<file path="src/rtl/div_unit.sv">
// Multi-cycle radix-2 restoring divider for DIV/DIVU: one quotient bit per cycle,
// registered {remainder, quotient} result with ready/busy handshake and annul.
module div_unit #(
  parameter int DATA_W = 32
) (
  input  logic                clk,
  input  logic                rst,
  input  logic                signed_div_i,
  input  logic [DATA_W-1:0]   opdata1_i,
  input  logic [DATA_W-1:0]   opdata2_i,
  input  logic                start_i,
  input  logic                annul_i,
  output logic [2*DATA_W-1:0] result_o,
  output logic                ready_o,
  output logic                busy_o
);

  localparam int CNT_W = $clog2(DATA_W) + 1;

  typedef enum logic [1:0] {S_IDLE, S_BYZERO, S_ON, S_END} state_e;

  state_e              state_q, state_d;
  logic [CNT_W-1:0]    cnt_q, cnt_d;
  logic [DATA_W-1:0]   rem_q, rem_d;
  logic [DATA_W-1:0]   dvd_q, dvd_d;
  logic [DATA_W-1:0]   dsr_q, dsr_d;
  logic                sgn_q, sgn_d;
  logic                s1_q, s1_d;
  logic                s2_q, s2_d;
  logic [2*DATA_W-1:0] result_q, result_d;
  logic                ready_q, ready_d;
  logic                busy_q, busy_d;

  logic [DATA_W:0]     trial;
  logic [DATA_W-1:0]   step_rem, step_quo;

  // Trial subtraction on the shifted partial remainder; the extra top bit is the borrow.
  assign trial = {rem_q, dvd_q[DATA_W-1]} - {1'b0, dsr_q};

  always_comb begin
    // NOTE: every variable gets a default first so no path through the case infers a latch.
    state_d  = state_q;
    cnt_d    = cnt_q;
    rem_d    = rem_q;
    dvd_d    = dvd_q;
    dsr_d    = dsr_q;
    sgn_d    = sgn_q;
    s1_d     = s1_q;
    s2_d     = s2_q;
    result_d = result_q;
    ready_d  = ready_q;
    step_rem = trial[DATA_W] ? {rem_q[DATA_W-2:0], dvd_q[DATA_W-1]} : trial[DATA_W-1:0];
    step_quo = {dvd_q[DATA_W-2:0], ~trial[DATA_W]};

    unique case (state_q)
      S_IDLE: begin
        if (start_i && !annul_i) begin
          if (opdata2_i == '0) begin
            state_d = S_BYZERO;
          end else begin
            state_d = S_ON;
            cnt_d   = '0;
            rem_d   = '0;
            dvd_d   = (signed_div_i && opdata1_i[DATA_W-1]) ? -opdata1_i : opdata1_i;
            dsr_d   = (signed_div_i && opdata2_i[DATA_W-1]) ? -opdata2_i : opdata2_i;
            sgn_d   = signed_div_i;
            s1_d    = opdata1_i[DATA_W-1];
            s2_d    = opdata2_i[DATA_W-1];
          end
        end
      end
      S_BYZERO: begin
        if (annul_i) begin
          state_d = S_IDLE;
        end else begin
          state_d  = S_END;
          result_d = '0;
          ready_d  = 1'b1;
        end
      end
      S_ON: begin
        if (annul_i) begin
          state_d = S_IDLE;
        end else begin
          rem_d = step_rem;
          dvd_d = step_quo;
          cnt_d = cnt_q + CNT_W'(1);
          if (cnt_q == CNT_W'(DATA_W - 1)) begin
            state_d  = S_END;
            ready_d  = 1'b1;
            // Remainder follows the dividend sign; quotient is negative when signs differ.
            result_d = {(sgn_q && s1_q) ? -step_rem : step_rem,
                        (sgn_q && (s1_q ^ s2_q)) ? -step_quo : step_quo};
          end
        end
      end
      S_END: begin
        if (!start_i) begin
          state_d  = S_IDLE;
          ready_d  = 1'b0;
          result_d = '0;
        end
      end
      default: state_d = S_IDLE;
    endcase

    busy_d = (state_d == S_BYZERO) || (state_d == S_ON);
  end

  // NOTE: sequential state uses non-blocking assignments so every flop samples pre-edge values.
  always_ff @(posedge clk or posedge rst) begin
    if (rst) begin
      state_q  <= S_IDLE;
      cnt_q    <= '0;
      rem_q    <= '0;
      dvd_q    <= '0;
      dsr_q    <= '0;
      sgn_q    <= 1'b0;
      s1_q     <= 1'b0;
      s2_q     <= 1'b0;
      result_q <= '0;
      ready_q  <= 1'b0;
      busy_q   <= 1'b0;
    end else begin
      state_q  <= state_d;
      cnt_q    <= cnt_d;
      rem_q    <= rem_d;
      dvd_q    <= dvd_d;
      dsr_q    <= dsr_d;
      sgn_q    <= sgn_d;
      s1_q     <= s1_d;
      s2_q     <= s2_d;
      result_q <= result_d;
      ready_q  <= ready_d;
      busy_q   <= busy_d;
    end
  end

  assign result_o = result_q;
  assign ready_o  = ready_q;
  assign busy_o   = busy_q;

endmodule
</file>
<file path="config.mk">
export PLATFORM = sky130hd
export DESIGN_NAME = div_unit
export DESIGN_NICKNAME = d
export VERILOG_FILES = /design/src/rtl/div_unit.sv
export SDC_FILE = /design/constraint.sdc
export NUM_CORES = 1
export LEC_CHECK = 0
export ABC_AREA = 1
export BUFFER_PORTS_ARGS = -buffer_cell sky130_fd_sc_hd__buf_4
export CAP_MARGIN = 10
export CORE_MARGIN = 2
export CORE_UTILIZATION = 65
export DETAILED_ROUTE_END_ITERATION = 10
export GPL_TIMING_DRIVEN = 0
export PLACE_DENSITY = 0.87
export SYNTH_ARGS = -nofsm -noshare
export SYNTH_HDL_FRONTEND = slang
export SYNTH_SLANG_ARGS = --single-unit
</file>
<file path="constraint.sdc">
create_clock -name clk -period 13.7 [get_ports clk]
set_clock_uncertainty 0.2 [all_clocks]
set_input_delay 2.055 -clock clk [delete_from_list [all_inputs] [get_ports clk]]
set_output_delay 2.055 -clock clk [all_outputs]
set_load 0.1 [all_outputs]
</file>
==> results.md, run 1 <==
| Stage | Result | Reported |
|---|---|---|
| global route | Final global-route overflow total | 0 |
| critical path | Count of cell instances traversed by the critical path | 28 |
| timing | Transition at the pin with the smallest max-transition slack | 1.01 ns |
| clock tree | Setup bufs post-CTS | 0 |
| layout | Cell area after layout | 0.0155 mm² |
| clock tree | Maximum level of the CTS H-tree | 4 |
| global route | Global-route usage over all layers | 41.2% |
| layout | Fill cells | 1,670 |
| critical path | Endpoint type of the worst setup path | register |
| critical path | Cell repeated most along the worst path | nand2_1 |
| critical path | R2r setup slk | 8.65 ns |
| floorplanning | Number of standard-cell rows in the floorplan | 52 |
| timing | Final critical-path required period | 5.05 ns |
| placed design | Number of placed instances with taps included | 2,562 |
| clock tree | Number of CTS-inserted buffers | 17 |
| floorplanning | Top-Level Pins | 135 |
| timing | Total negative setup slack | 0 ns |
| worst hold path | Hold Path Class | reg2reg |
| layout | Layout Nets | 2,418 |
| timing | Slew headroom | 32.5% |
| synth | Syn Area/Cell | 6.28 µm² |
| critical path | Cell with the largest stage delay on the worst path | fa_1 |
| global route | Via count of the first global-routing pass | 14.2k |
| routing | Vias after detailed routing | 15.2k |
| synth | Number of unique standard cell types used by synthesis | 47 |
| critical path | Kind of critical path | reg2reg |
| timing | Total count of hold-check failures in the final report | 0 |
| critical path | Data arrival time at the worst-slack endpoint | 5.16 ns |
| layout | Synth-to-Final Area Change | 14.7% |
| critical path | Worst EP required | 13.82 ns |
| critical path | Top cell family by delay on the critical path | simple AND/OR/NAND/NOR gates |
| synth | Post-Synthesis Net Count | 2,264 |
| clock tree | Number of hold-repair buffers added at the cts stage | 0 |
| critical path | Worst Setup Start Kind | register |
| global route | Antenna violations before repair | 1 |
| global route | Pin count of the biggest net entering global routing | 132 |
| run | Max Cap Viol | 0 |
| routing | Overall routed net length | 44,500 µm |
| layout | Final Non-Filler Cells | 2,594 |
| floorplanning | Starting density of the core | 66.6% |
| timing | Max frequency | 0.198 GHz |
| layout | Number of antenna repair diodes | 0 |
| placed design | Last weighted congestion value of the routability-driven placer | 1.02 |
| placed design | Sum of net half-perimeters after detailed placement | 35,000 µm |
| clock tree | Buffers from clock root to sink, at most | 2 |
| timing | Slew Viols, Final | 0 |
| routing | Number of design-rule violations left by the first detailed-router iteration | 1,557 |
| synth | Seq/Total Area, Yosys | 31.9% |
| clock tree | CTS Root Buffer Type | clkbuf_16 |
| clock tree | CTS tree | done |
| worst hold path | Worst Hold Path Cells | 2 |
| synth | Largest cells by area after synthesis | dfrtp_1 (32%), nand2_1 (20%), inv_1 (8.6%) |
| synth | Cell taking the most area after synthesis | dfrtp_1 |
| timing | Setup repair after global routing missed its margin | false |
| floorplanning | Floorplan die width | 148 µm |
| critical path | Critical Path Max Stage Delay | 0.42 ns |
| outcome | Outcome | finished, final reports clean |
| clock tree | Clock Latency Late Sink | 0.45 ns |
| clock tree | Clock Pin Slew Worst Setup and Hold Paths | 0.08 ns |
| timing | Final worst path period share | 36.8% |
| routing | Average wire length per cell after detail routing | 17.2 µm |
| critical path | Worst Reg-to-Reg Cells | 28 |
| global route | First-pass GRT wire length | 71,200 µm |
| routing | Antenna Nets Post-Route | 0 |
| routing | Average via count per standard cell | 5.85 |
| timing | Fin Hold WS | 0.286 ns |
| floorplanning | Area enclosed by the die boundary | 0.0220 mm² |
| synth | Top-area cell type share of the netlist area | 31.9% |
| floorplanning | Placeable Area | 0.0204 mm² |
| placed design | Post-detailed-placement cell area | 0.0149 mm² |
| synth | Post-synthesis cell count | 2,157 |
| layout | Proportion of layout cells with a drive suffix above 1 | 11.2% |
| critical path | Count of buffering cells on the critical path with inverters included | 5 |
| floorplanning | Height of the die | 148 µm |
| critical path | Largest driver fanout on the critical path | 10 |
| clock tree | Clock sink count | 173 |
| synth | Number of register bits inferred by synthesis | 173 |
| synth | Mapped Area | 0.0136 mm² |
| routing | Router iterations before antenna repair | 5 |
| timing | Setup violations, final | 0 |
| routing | Count of unresolved DRC violations after routing | 0 |
| synth | Yosys warning count | 0 |
| clock tree | Number of cells upsized or downsized after cts | 0 |
| placed design | Count of input and output buffers | 134 |
-- flip-flops by register name, indices dropped and copies added, names as in the netlist --
name / count
busy_o: 1
state_q: 2
result_o: 64
rem_q: 32
s1_q: 1
ready_o: 1
dvd_q: 32
dsr_q: 32
s2_q: 1
sgn_q: 1
cnt_q: 6
-- synth_stat cells, drive strengths merged --
| cell type | number |
|---|---|
| clkbuf | 46 |
| ha | 37 |
| a21oi | 71 |
| o32ai | 1 |
| a21boi | 1 |
| clkinv | 4 |
| o31ai | 4 |
| nor2 | 203 |
| a31oi | 6 |
| a21o | 2 |
| inv | 319 |
| nand3b | 8 |
| buf | 20 |
| o211ai | 10 |
| o21ai | 197 |
| nand4 | 18 |
| o41ai | 1 |
| nand3 | 142 |
| nand2 | 763 |
| xnor2 | 7 |
| o21bai | 3 |
| nor4 | 5 |
| xor2 | 37 |
| o22ai | 36 |
| fa | 1 |
| or2 | 1 |
| and2 | 3 |
| dfrtp | 173 |
| a32o | 4 |
| nor3 | 32 |
| and3 | 2 |
-- final timing paths --
| check | start | endpoint |
|---|---|---|
| setup / recovery | dvd_q[31] | result_o[28] |
| setup reg to reg | dvd_q[31] | result_o[28] |
| hold / removal | result_o[63] | result_o[63] |
| hold reg to reg | result_o[63] | result_o[63] |
| max in group asynchronous | rst | result_o[44] |
| min in group asynchronous | rst | state_q[1] |
-- worst reg2reg max path: cells and delay by family, from the launching register on --
family | cells | cell delay, ns
simple gates | 18 | 2.39
fa+ha+maj | 3 | 0.87
buf+inv | 5 | 0.80
flops | 1 | 0.38
compound gates | 2 | 0.28
-- area by class of cell --
class	count	area (µm²)	share of cell area (%)
flip-flops and latches	173	4330	27.8
multi-input cells	1595	7700	49.5
inverters	323	1220	7.85
well taps	270	338	2.17
clock inverters	15	185	1.19
clock buffers	17	425	2.74
repair buffers	135	1030	6.65
plain buffers	66	314	2.02
-- cell usage in the layout (no fill, tap or decap), types with 5 or more instances in the layout --
| cell type | synthesis | layout |
|---|---|---|
| buf_2 | 5 | 5 |
| nand2_1 | 727 | 727 |
| inv_1 | 310 | 309 |
| nor3_2 | 6 | 6 |
| o21ai_1 | 26 | 26 |
| clkbuf_16 | 0 | 17 |
| a21oi_1 | 67 | 67 |
| clkbuf_1 | 46 | 46 |
| o21ai_0 | 170 | 170 |
| nor4_1 | 5 | 5 |
| buf_4 | 3 | 137 |
| ha_1 | 37 | 37 |
| nand3b_1 | 8 | 8 |
| a31oi_1 | 6 | 6 |
| nor2_1 | 186 | 186 |
| buf_6 | 5 | 5 |
| o211ai_1 | 10 | 10 |
| buf_1 | 6 | 6 |
| nand4_1 | 18 | 18 |
| nand2_4 | 5 | 5 |
| inv_2 | 9 | 9 |
| inv_8 | 0 | 5 |
| nand2_2 | 29 | 29 |
| xor2_1 | 37 | 37 |
| o22ai_1 | 36 | 36 |
| nor2_2 | 17 | 17 |
| xnor2_1 | 7 | 7 |
| dfrtp_1 | 173 | 173 |
| nand3_1 | 137 | 137 |
| nor3_1 | 26 | 26 |
-- metrics by stage --
| stage | utilization (%) | setup WS, ns |
|---|---|---|
| 6_report | 76.3 | 8.65 |
| 3_5_place_dp | 73.3 | 8.60 |
| 3_3_place_gp | 73.2 | 4.99 |
| 4_1_cts | 76.3 | 8.83 |
| 2_1_floorplan | - | 6.76 |
| 5_1_grt | 76.3 | 8.34 |
-- cell families after synthesis --
family          Yosys count  share of synthesized area, %
simple gates           1177                          36.8
buf+inv                 389                          11.3
compound gates          336                          13.6
flops                   173                          31.9
xor+xnor                 44                          2.84
fa+ha+maj                38                          3.56
-- routing by layer --
layer  up-vias  wire (µm)  global-route usage (%)
li1       7155          -                       -
met1      6944      16600                    50.3
met2       886      21400                    70.8
met3       181       4070                    6.38
met4         0       2390                    21.0
met5         -          0                       0
Power of run 1 is not shown: default switching activity piles up to over one toggle a cycle in this logic, so the estimate is an artifact.
==> run 2: changes to the inputs <==
CORE_UTILIZATION = 55   (was 65)
PLACE_DENSITY = 0.78   (was 0.87)
clock period = 4.4 ns   (was 13.7 ns; I/O delays follow)
==> results.md, run 2 (synthesis results as in run 1) <==
| Stage | Result | Reported | vs previous |
|---|---|---|---|
| critical path | Worst Setup Start Kind | register |  |
| floorplanning | Floorplan die width | 161 µm | +8.5% |
| routing | Overall routed net length | 44,600 µm | +0.26% |
| run | Max Cap Viol | 0 | unchanged |
| critical path | R2r setup slk | 0.29 ns | -8.37 ns |
| global route | Via count of the first global-routing pass | 13.5k | -4.4% |
| placed design | Number of placed instances with taps included | 2,619 | +2.2% |
| routing | Antenna Nets Post-Route | 0 | unchanged |
| critical path | Top cell family by delay on the critical path | simple AND/OR/NAND/NOR gates |  |
| global route | Final global-route overflow total | 0 | unchanged |
| critical path | Critical Path Max Stage Delay | 0.40 ns | -0.02 ns |
| critical path | Worst Reg-to-Reg Cells | 27 | -3.6% |
| layout | Synth-to-Final Area Change | 15.6% |  |
| critical path | Data arrival time at the worst-slack endpoint | 4.23 ns | -0.93 ns |
| clock tree | Buffers from clock root to sink, at most | 2 | unchanged |
| global route | Pin count of the biggest net entering global routing | 43 | -67% |
| layout | Cell area after layout | 0.0157 mm² | +0.83% |
| routing | Average wire length per cell after detail routing | 16.8 µm | -2.0% |
| routing | Router iterations before antenna repair | 8 | +3 |
| clock tree | Clock Latency Late Sink | 0.45 ns | about the same |
| layout | Number of antenna repair diodes | 0 | unchanged |
| routing | Average via count per standard cell | 5.49 | -6.0% |
| placed design | Post-detailed-placement cell area | 0.0151 mm² | +0.78% |
| floorplanning | Placeable Area | 0.0242 mm² | +19% |
| timing | Max frequency | 0.243 GHz | +23% |
| clock tree | Maximum level of the CTS H-tree | 4 | unchanged |
| placed design | Count of input and output buffers | 134 | unchanged |
| critical path | Count of buffering cells on the critical path with inverters included | 4 | -1 |
| critical path | Endpoint type of the worst setup path | register |  |
| layout | Number of flip-flops in the largest register | 64 | unchanged |
| critical path | Count of cell instances traversed by the critical path | 27 | -3.6% |
| placed design | Sum of net half-perimeters after detailed placement | 35,900 µm | +2.4% |
| critical path | Cell with the largest stage delay on the worst path | fa_1 |  |
| critical path | Critical register-to-register path endpoint | result_o[28] |  |
| critical path | Worst EP required | 4.52 ns | -9.30 ns |
| placed design | Pre-CTS WS | -0.250 ns | -8.85 ns |
| timing | Slew Viols, Final | 0 | unchanged |
| layout | Leading cell type in the layout, fill and taps excluded | nand2_1 |  |
| routing | Vias after detailed routing | 14.6k | -3.9% |
| layout | Final Non-Filler Cells | 2,654 | +2.3% |
| clock tree | Number of hold-repair buffers added at the cts stage | 0 | unchanged |
| clock tree | Clock Pin Slew Worst Setup and Hold Paths | 0.07 ns | about the same |
| timing | Slew headroom | 36.7% | +4.3 points |
| clock tree | Number of CTS-inserted buffers | 17 | unchanged |
| outcome | Outcome | finished, final reports clean |  |
| routing | Number of design-rule violations left by the first detailed-router iteration | 1,203 | -23% |
| clock tree | CTS tree | done |  |
| placed design | Last weighted congestion value of the routability-driven placer | 0.951 | -6.5% |
| floorplanning | Number of standard-cell rows in the floorplan | 57 | +9.6% |
| global route | First-pass GRT wire length | 70,200 µm | -1.4% |
| floorplanning | Height of the die | 161 µm | +8.5% |
| layout | Proportion of layout cells with a drive suffix above 1 | 11.7% | +0.44 points |
| global route | Global-route usage over all layers | 34.5% | -6.7 points |
| layout | Layout Nets | 2,424 | +0.25% |
| critical path | Worst reg2reg path startpoint | dvd_q[31] |  |
| critical path | Kind of critical path | reg2reg |  |
| global route | Antenna violations before repair | 0 | -1 |
| clock tree | CTS Root Buffer Type | clkbuf_16 |  |
| timing | Final critical-path required period | 4.11 ns | -0.934 ns |
| timing | Final worst path period share | 93.4% | +57 points |
| floorplanning | Area enclosed by the die boundary | 0.0259 mm² | +18% |
| timing | Setup slack after layout | 0.288 ns | -8.37 ns |
| timing | Transition at the pin with the smallest max-transition slack | 0.943 ns | -0.0635 ns |
| timing | Setup repair after global routing missed its margin | false |  |
| layout | Most frequent cells in the layout | nand2_1 (726), inv_1 (308), nor2_1 (185) |  |
| floorplanning | Starting density of the core | 55.9% | -11 points |
| worst hold path | Hold Path Class | in2async |  |
| floorplanning | Top-Level Pins | 135 | unchanged |
| clock tree | Clock sink count | 173 | unchanged |
| timing | Total count of hold-check failures in the final report | 0 | unchanged |
| layout | Post-Route Utilization | 64.6% | -12 points |
| timing | Setup violations, final | 0 | unchanged |
| routing | Count of unresolved DRC violations after routing | 0 | unchanged |
| critical path | Largest driver fanout on the critical path | 5 | -5 |
[run 2: routing by layer]
| metal | GRT usage, % | wire, µm | vias up |
|---|---|---|---|
| met5 | 0 | 0 | - |
| met4 | 13.7 | 1860 | 0 |
| met3 | 4.44 | 2750 | 107 |
| met2 | 61.0 | 21900 | 556 |
| met1 | 42.7 | 18100 | 6736 |
| li1 | - | - | 7180 |
[run 2: metrics by stage]
step                hold WS [ns]  TNS [ns]
floorplan                  0.253         0
global placement           0.264    -0.442
detailed placement         0.267    -0.905
CTS                       0.0311         0
global route              0.0478         0
finish                    0.0300         0
[run 2: how the worst max path moves through the flow]
stage                     slack, ns       from      endpoint
final                          0.29  dvd_q[31]  result_o[28]
after global routing          0.009  dvd_q[31]  result_o[28]
after CTS                      0.08  dvd_q[31]  result_o[28]
after detailed placement      -0.25  dvd_q[31]  result_o[30]
after global placement        -0.14  dvd_q[31]  result_o[28]
after floorplan                0.57  dvd_q[31]  result_o[30]
[run 2: timing repair]
action,CTS,global route
gates cloned,0,0
setup buffers,0,4
resized for setup,1,8
setup endpoints to repair,6,6
hold endpoints to repair,0,0
pin swaps,0,2
[run 2: layout make-up]
cell class,instances,area [µm²]
well taps,324,405
multi-input cells,1595,7730
clock inverters,13,126
flip-flops and latches,173,4330
fillers,2374,8570
repair buffers,142,1120
plain buffers,65,309
inverters,323,1220
clock buffers,19,443
[run 2: worst reg2reg max path, stage by stage (launching register included)]
cell and delay, ns:
dfrtp_1 0.36, inv_1 0.11, ha_1 0.16, inv_1 0.07
fa_1 0.40, nand2_1 0.07, nand2_1 0.09, nand3_1 0.12
nand2_2 0.10, nand2_2 0.09, nand2_2 0.07, nand2_4 0.10
nand3_4 0.13, nand2_8 0.11, ha_2 0.20, nand3_1 0.10
inv_1 0.10, nand3_2 0.11, nor3_4 0.22, nand2_1 0.16
nor2_4 0.14, nand3_1 0.09, inv_2 0.13, nand4_1 0.15
nand2_2 0.14, nand2_1 0.06, o21ai_0 0.14, o21ai_0 0.09
Power of run 2 is left out for the same reason.
